**src/rtl/a_seq_gen_if.sv**
```systemverilog
// Signal bundle between the A-sequence generator and its downstream controller.
// slave = generator side, master = controller/stimulus side.
interface a_seq_gen_if;
  logic       start;
  logic [3:0] hold_len;
  logic       K2;
  logic       K1;
  logic       A;
  logic       busy;
  logic       done;
  logic [1:0] err;

  modport master (
    output start, hold_len, K2, K1,
    input  A, busy, done, err
  );

  modport slave (
    input  start, hold_len, K2, K1,
    output A, busy, done, err
  );
endinterface

```
**src/rtl/a_seq_gen.sv**
```systemverilog
// Generates one A waveform (four phases of N cycles each, then a one-cycle DONE) per accepted start.
// Outputs are registered (Moore). A start is only taken in IDLE; starts seen in any other state are dropped, not queued.
module a_seq_gen (
  input  logic       Clock,
  input  logic       Reset,
  a_seq_gen_if.slave bus
);
  typedef enum logic [2:0] {IDLE, PH0, PH1, PH2, PH3, DONE} state_t;

  state_t     state;
  logic [3:0] cnt;
  logic [3:0] n;
  logic       a_q;
  logic       busy_q;
  logic       done_q;
  logic [1:0] err_q;

  logic [3:0] n_sel;
  logic       first;
  logic       phase_end;
  logic       k2_bad;
  logic       k1_bad;

  always_comb begin
    n_sel     = (bus.hold_len == 4'd0) ? 4'd1 : bus.hold_len;
    first     = (cnt == n);
    phase_end = (cnt == 4'd1);
    // Each K pulse is legal only in the first cycle of its phase; anywhere else it is an error.
    k2_bad    = (state == PH2 && first) ? ~bus.K2 : bus.K2;
    k1_bad    = (state == PH3 && first) ? ~bus.K1 : bus.K1;
  end

  always_ff @(posedge Clock) begin
    if (!Reset) begin
      state  <= IDLE;
      cnt    <= 4'd0;
      n      <= 4'd0;
      a_q    <= 1'b0;
      busy_q <= 1'b0;
      done_q <= 1'b0;
      err_q  <= 2'b00;
    end else begin
      if (state != IDLE)
        err_q <= err_q | {k1_bad, k2_bad};

      case (state)
        IDLE: begin
          if (bus.start) begin
            state  <= PH0;
            n      <= n_sel;
            cnt    <= n_sel;
            a_q    <= 1'b1;
            busy_q <= 1'b1;
            err_q  <= 2'b00;
          end
        end
        PH0: begin
          if (phase_end) begin
            state <= PH1;
            cnt   <= n;
            a_q   <= 1'b0;
          end else begin
            cnt <= cnt - 4'd1;
          end
        end
        PH1: begin
          if (phase_end) begin
            state <= PH2;
            cnt   <= n;
            a_q   <= 1'b1;
          end else begin
            cnt <= cnt - 4'd1;
          end
        end
        PH2: begin
          if (phase_end) begin
            state <= PH3;
            cnt   <= n;
            a_q   <= 1'b0;
          end else begin
            cnt <= cnt - 4'd1;
          end
        end
        PH3: begin
          if (phase_end) begin
            state  <= DONE;
            cnt    <= n;
            busy_q <= 1'b0;
            done_q <= 1'b1;
          end else begin
            cnt <= cnt - 4'd1;
          end
        end
        DONE: begin
          state  <= IDLE;
          done_q <= 1'b0;
        end
        default: begin
          state  <= IDLE;
          a_q    <= 1'b0;
          busy_q <= 1'b0;
          done_q <= 1'b0;
        end
      endcase
    end
  end

  assign bus.A    = a_q;
  assign bus.busy = busy_q;
  assign bus.done = done_q;
  assign bus.err  = err_q;
endmodule

```
**src/flat_wrapper.sv**
```systemverilog
// flat-port wrapper written by rule: the top's interface ports become plain ports
module a_seq_gen_flat 
  (Clock, Reset, bus_start, bus_hold_len, bus_K2, bus_K1, bus_A, bus_busy, bus_done, bus_err);
  a_seq_gen_if bus_i ();
  input  logic Clock;
  input  logic Reset;
  input wire logic [$bits(bus_i.start)-1:0] bus_start;
  input wire logic [$bits(bus_i.hold_len)-1:0] bus_hold_len;
  input wire logic [$bits(bus_i.K2)-1:0] bus_K2;
  input wire logic [$bits(bus_i.K1)-1:0] bus_K1;
  output wire logic [$bits(bus_i.A)-1:0] bus_A;
  output wire logic [$bits(bus_i.busy)-1:0] bus_busy;
  output wire logic [$bits(bus_i.done)-1:0] bus_done;
  output wire logic [$bits(bus_i.err)-1:0] bus_err;
  assign bus_i.start = bus_start;
  assign bus_i.hold_len = bus_hold_len;
  assign bus_i.K2 = bus_K2;
  assign bus_i.K1 = bus_K1;
  assign bus_A = bus_i.A;
  assign bus_busy = bus_i.busy;
  assign bus_done = bus_i.done;
  assign bus_err = bus_i.err;
  a_seq_gen u_core (.Clock(Clock), .Reset(Reset), .bus(bus_i));
endmodule
```
**config.mk**
```make
export PLATFORM = sky130hd
export DESIGN_NAME = a_seq_gen_flat
export DESIGN_NICKNAME = d
export VERILOG_FILES = /design/src/rtl/a_seq_gen_if.sv /design/src/rtl/a_seq_gen.sv /design/src/flat_wrapper.sv
export SDC_FILE = /design/constraint.sdc
export NUM_CORES = 1
export LEC_CHECK = 0
export ABC_AREA = 1
export BUFFER_PORTS_ARGS = -buffer_cell sky130_fd_sc_hd__buf_2
export CORE_MARGIN = 10
export CORE_UTILIZATION = 49
export CTS_CLUSTER_DIAMETER = 50
export DETAILED_ROUTE_END_ITERATION = 10
export PLACE_DENSITY_LB_ADDON = 0.1
export SYNTH_ARGS = -nofsm -noshare
export SYNTH_HDL_FRONTEND = slang
export SYNTH_SLANG_ARGS = --single-unit
```
**constraint.sdc**
```tcl
create_clock -name Clock -period 1.4 [get_ports Clock]
set_input_delay 0.14 -clock Clock [delete_from_list [all_inputs] [get_ports Clock]]
set_output_delay 0.14 -clock Clock [all_outputs]
set_load 0.005 [all_outputs]
```
==> summary.md <==
| Metric | Value |
|---|---|
| Status | `complete, no violations` |
| Clock sinks | `16` |
| Synthesized area | `983.4 um2` |
| CP max FO | `8` |
| Initial antenna violation count | `0` |
| Most common cell after layout, fill and taps aside | `nand2_1` |
| Setup TNS Final | `0 ns` |
| Hpwl dp | `1722 um` |
| Int Power | `1.247 mW` |
| DRC | `0` |
| Most frequent cells in the layout | `41 x nand2_1, 15 x inv_1, 13 x buf_2, 12 x dfxtp_1, 11 x a21oi_1` |
| H-tree levels | `1` |
| Clk Tree Root Cell | `clkbuf_4` |
| Post-synth top area cell | `dfxtp_1` |
| Clk Latency, worst-skew pair | `0.28 ns` |
| CTS tree | `built` |
| Final worst slack | `0.1188 ns` |
| Area grow syn2layout | `17.43%` |
| CTS Hold Bufs | `0` |
| Synth top area cells | `dfxtp_1 33%, nand2_1 16%, inv_1 6.1%` |
| Top Usage Layer GRT | `met2` |
| M2 GR Usage | `0.2143` |
| Power Density | `2055 nW/um2` |
| Clock Tree Buf Depth | `2` |
| Ports | `14` |
| Placement Cell Area | `1085 um2` |
| Worst-path clk slew | `0.09 ns` |
| Fmax | `780.5 MHz` |
| Combinational Power Share | `0.587` |
| Grt total ovfl | `0` |
| Clock power frac | `0.102` |
| Drt via density | `5.153` |
| GP Congestion | `0.8664` |
| RSZ-0062 raised after global routing | `false` |
| Final-report hold violation count | `0` |
| Data required, critical path | `1.61 ns` |
| Final min period | `1.281 ns` |
| Sw frac | `0.4747` |
| Die Ht | `64.80 um` |
| Port Buffers | `13` |
| Share of cells above drive strength 1 | `0.2778` |
| Actual slew at the worst max-slew pin | `0.3402 ns` |
| Die width | `64.80 um` |
| Total power | `2.373 mW` |
| Gate Count Post-Synth | `145` |
| Post-Layout Inst Area | `1155 um2` |
| Static Leak | `0.5471 nW` |
| Met3 Usage GRT | `0.02749` |
| Vias in the first global route | `1,008` |
| M1 GR Usage | `0.1222` |
| Final-stage net count | `175` |
| Critical path class | `flip-flop to flip-flop` |
| Core Area | `1942 um2` |
| Relative slew slack | `0.7718` |
| First-pass GRT wire length | `3981 um` |
| Wirelength per Cell | `12.12 um` |
| Max-Cap Viols | `0` |
| Sequential element share of the synthesized area | `0.3257` |
| HP Class | `primary input to flip-flop` |
| Post-route ant nets | `0` |
| Flop pwr share | `0.311` |
| Peak VDD IR | `1.298 mV` |
| Initial DRC Count | `13` |
| Antenna diode count | `0` |
| Total CTS buffers | `3` |
| Clock Skew | `0.002234 ns` |
| Vias | `974` |
| Crit path launch type | `flip-flop` |
| DR pass1 iterations | `4` |
| Register bit total from synthesis | `16` |
| Pins Over Slew Limit | `0` |
| Pre-CTS setup slack | `0.01660 ns` |
| Final WL | `2291 um` |
| Top-area cell type share of the netlist area | `0.3257` |
| Switching Power | `1.127 mW` |
| Synthesized Nets | `156` |
| Overall die area | `4199 um2` |
| Yosys warns | `0` |
| Synthesized area per cell | `6.782 um2` |
| Crit path DAT | `1.49 ns` |
| Setup violators final | `0` |
| GRT Overall Usage | `0.1160` |
| Final core occ | `0.5947` |
| Yosys cell types | `28` |
| Final period util | `0.9152` |
| Initial Util | `0.5064` |
| Row count | `16` |
| Worst setup EP type | `flip-flop` |
| Pin count of the biggest net entering global routing | `12` |
## repair_timing
action	4_1_cts	5_1_grt
gates cloned	0	1
endpoints found under the hold margin	0	0
gates resized for setup	1	11
pin swaps	1	2
buffers inserted	0	0
endpoints found under the setup margin	2	9
## layer usage
layer  up-vias  routed length [um]
li1        511                   -
met5         -                   0
met3         2                  63
met1       451                1024
met4         0                  16
met2        10                1186
## sequential cells by signal (all words and copies together) (netlist names)
| register | flops |
|---|---|
| u_core.state | 3 |
| u_core.cnt | 4 |
| u_core.n | 4 |
| u_core.bus.done | 1 |
| u_core.bus.A | 1 |
| u_core.bus.err | 2 |
| u_core.bus.busy | 1 |
## cell families after synthesis
| kind of cell | share of synthesized area |
|---|---|
| adder cells (fa/ha/maj) | 0.02544 |
| AND/OR/NAND/NOR | 0.3473 |
| AO/OA/AOI/OAI | 0.1921 |
| flip-flops | 0.3257 |
| XOR/XNOR | 0.008907 |
| buffers and inverters | 0.1005 |
## cell type report
| class | instances | area (um2) |
|---|---|---|
| flip-flops and latches | 16 | 327.8 |
| multi-input cells | 105 | 604.3 |
| well taps | 27 | 33.78 |
| repair buffers | 15 | 80.08 |
| clock buffers | 3 | 22.52 |
| inverters | 23 | 86.33 |
| fillers | 197 | 787.0 |
## critical path, stage by stage (launching register included)
cell     delay [ns]
dfxtp_1        0.36
inv_2          0.09
nand2_1        0.09
nand2_2        0.10
nand3_4        0.13
a21oi_4        0.22
o21ai_1        0.10
a21oi_2        0.12
## final timing paths
path | from | slack [ns] | cells after the start | to
setup / recovery | u_core.state[0]$_SDFFE_PN0P_ | 0.12 | 7 | u_core.state[2]$_SDFFE_PN0P_
hold / removal | Reset | 0.14 | 3 | u_core.cnt[1]$_SDFFE_PN0P_
setup reg to reg | u_core.state[0]$_SDFFE_PN0P_ | 0.12 | 7 | u_core.state[2]$_SDFFE_PN0P_
hold reg to reg | u_core.bus.busy$_SDFFE_PN0P_ | 0.46 | 2 | u_core.bus.busy$_SDFFE_PN0P_
## stage by stage
| stage | instances | hold slack (ns) |
|---|---|---|
| 6_report | 189 | 0.1407 |
| 5_1_grt | 189 | 0.1389 |
| 4_1_cts | 188 | 0.1310 |
| 3_5_place_dp | 185 | 0.4407 |
| 3_3_place_gp | 185 | 0.4391 |
| 2_1_floorplan | 145 | 0.2637 |
## power groups by stage
stage / clock, mW / combinational, mW / sequential [mW]
detailed placement: 0 / 1.28 / 0.727
floorplan: 0 / 1.01 / 0.717
finish: 0.243 / 1.39 / 0.738
global placement: 0 / 1.26 / 0.725
CTS: 0.254 / 1.30 / 0.717
global route: 0.277 / 1.58 / 0.756
## Yosys cell counts
cell type  count
buf_2          1
nor2_4         1
a211oi_1       1
o211ai_2       1
inv_2          6
nand4_1        2
nand3_4        1
clkinv_1       1
o21ai_1        3
o21ai_0        7
nand2_4        1
a21oi_1       11
nand3b_1       2
nor3_1         3
xnor2_1        1
nand2_1       41
nor2_1         7
a21oi_4        1
nand3_2        2
nor2_2         1
inv_1         16
buf_4          1
dfxtp_1       16
nand3_1        8
o211ai_1       4
nand2_2        2
a21oi_2        2
ha_1           2
No activity file was read; power rests on OpenSTA's default activity.
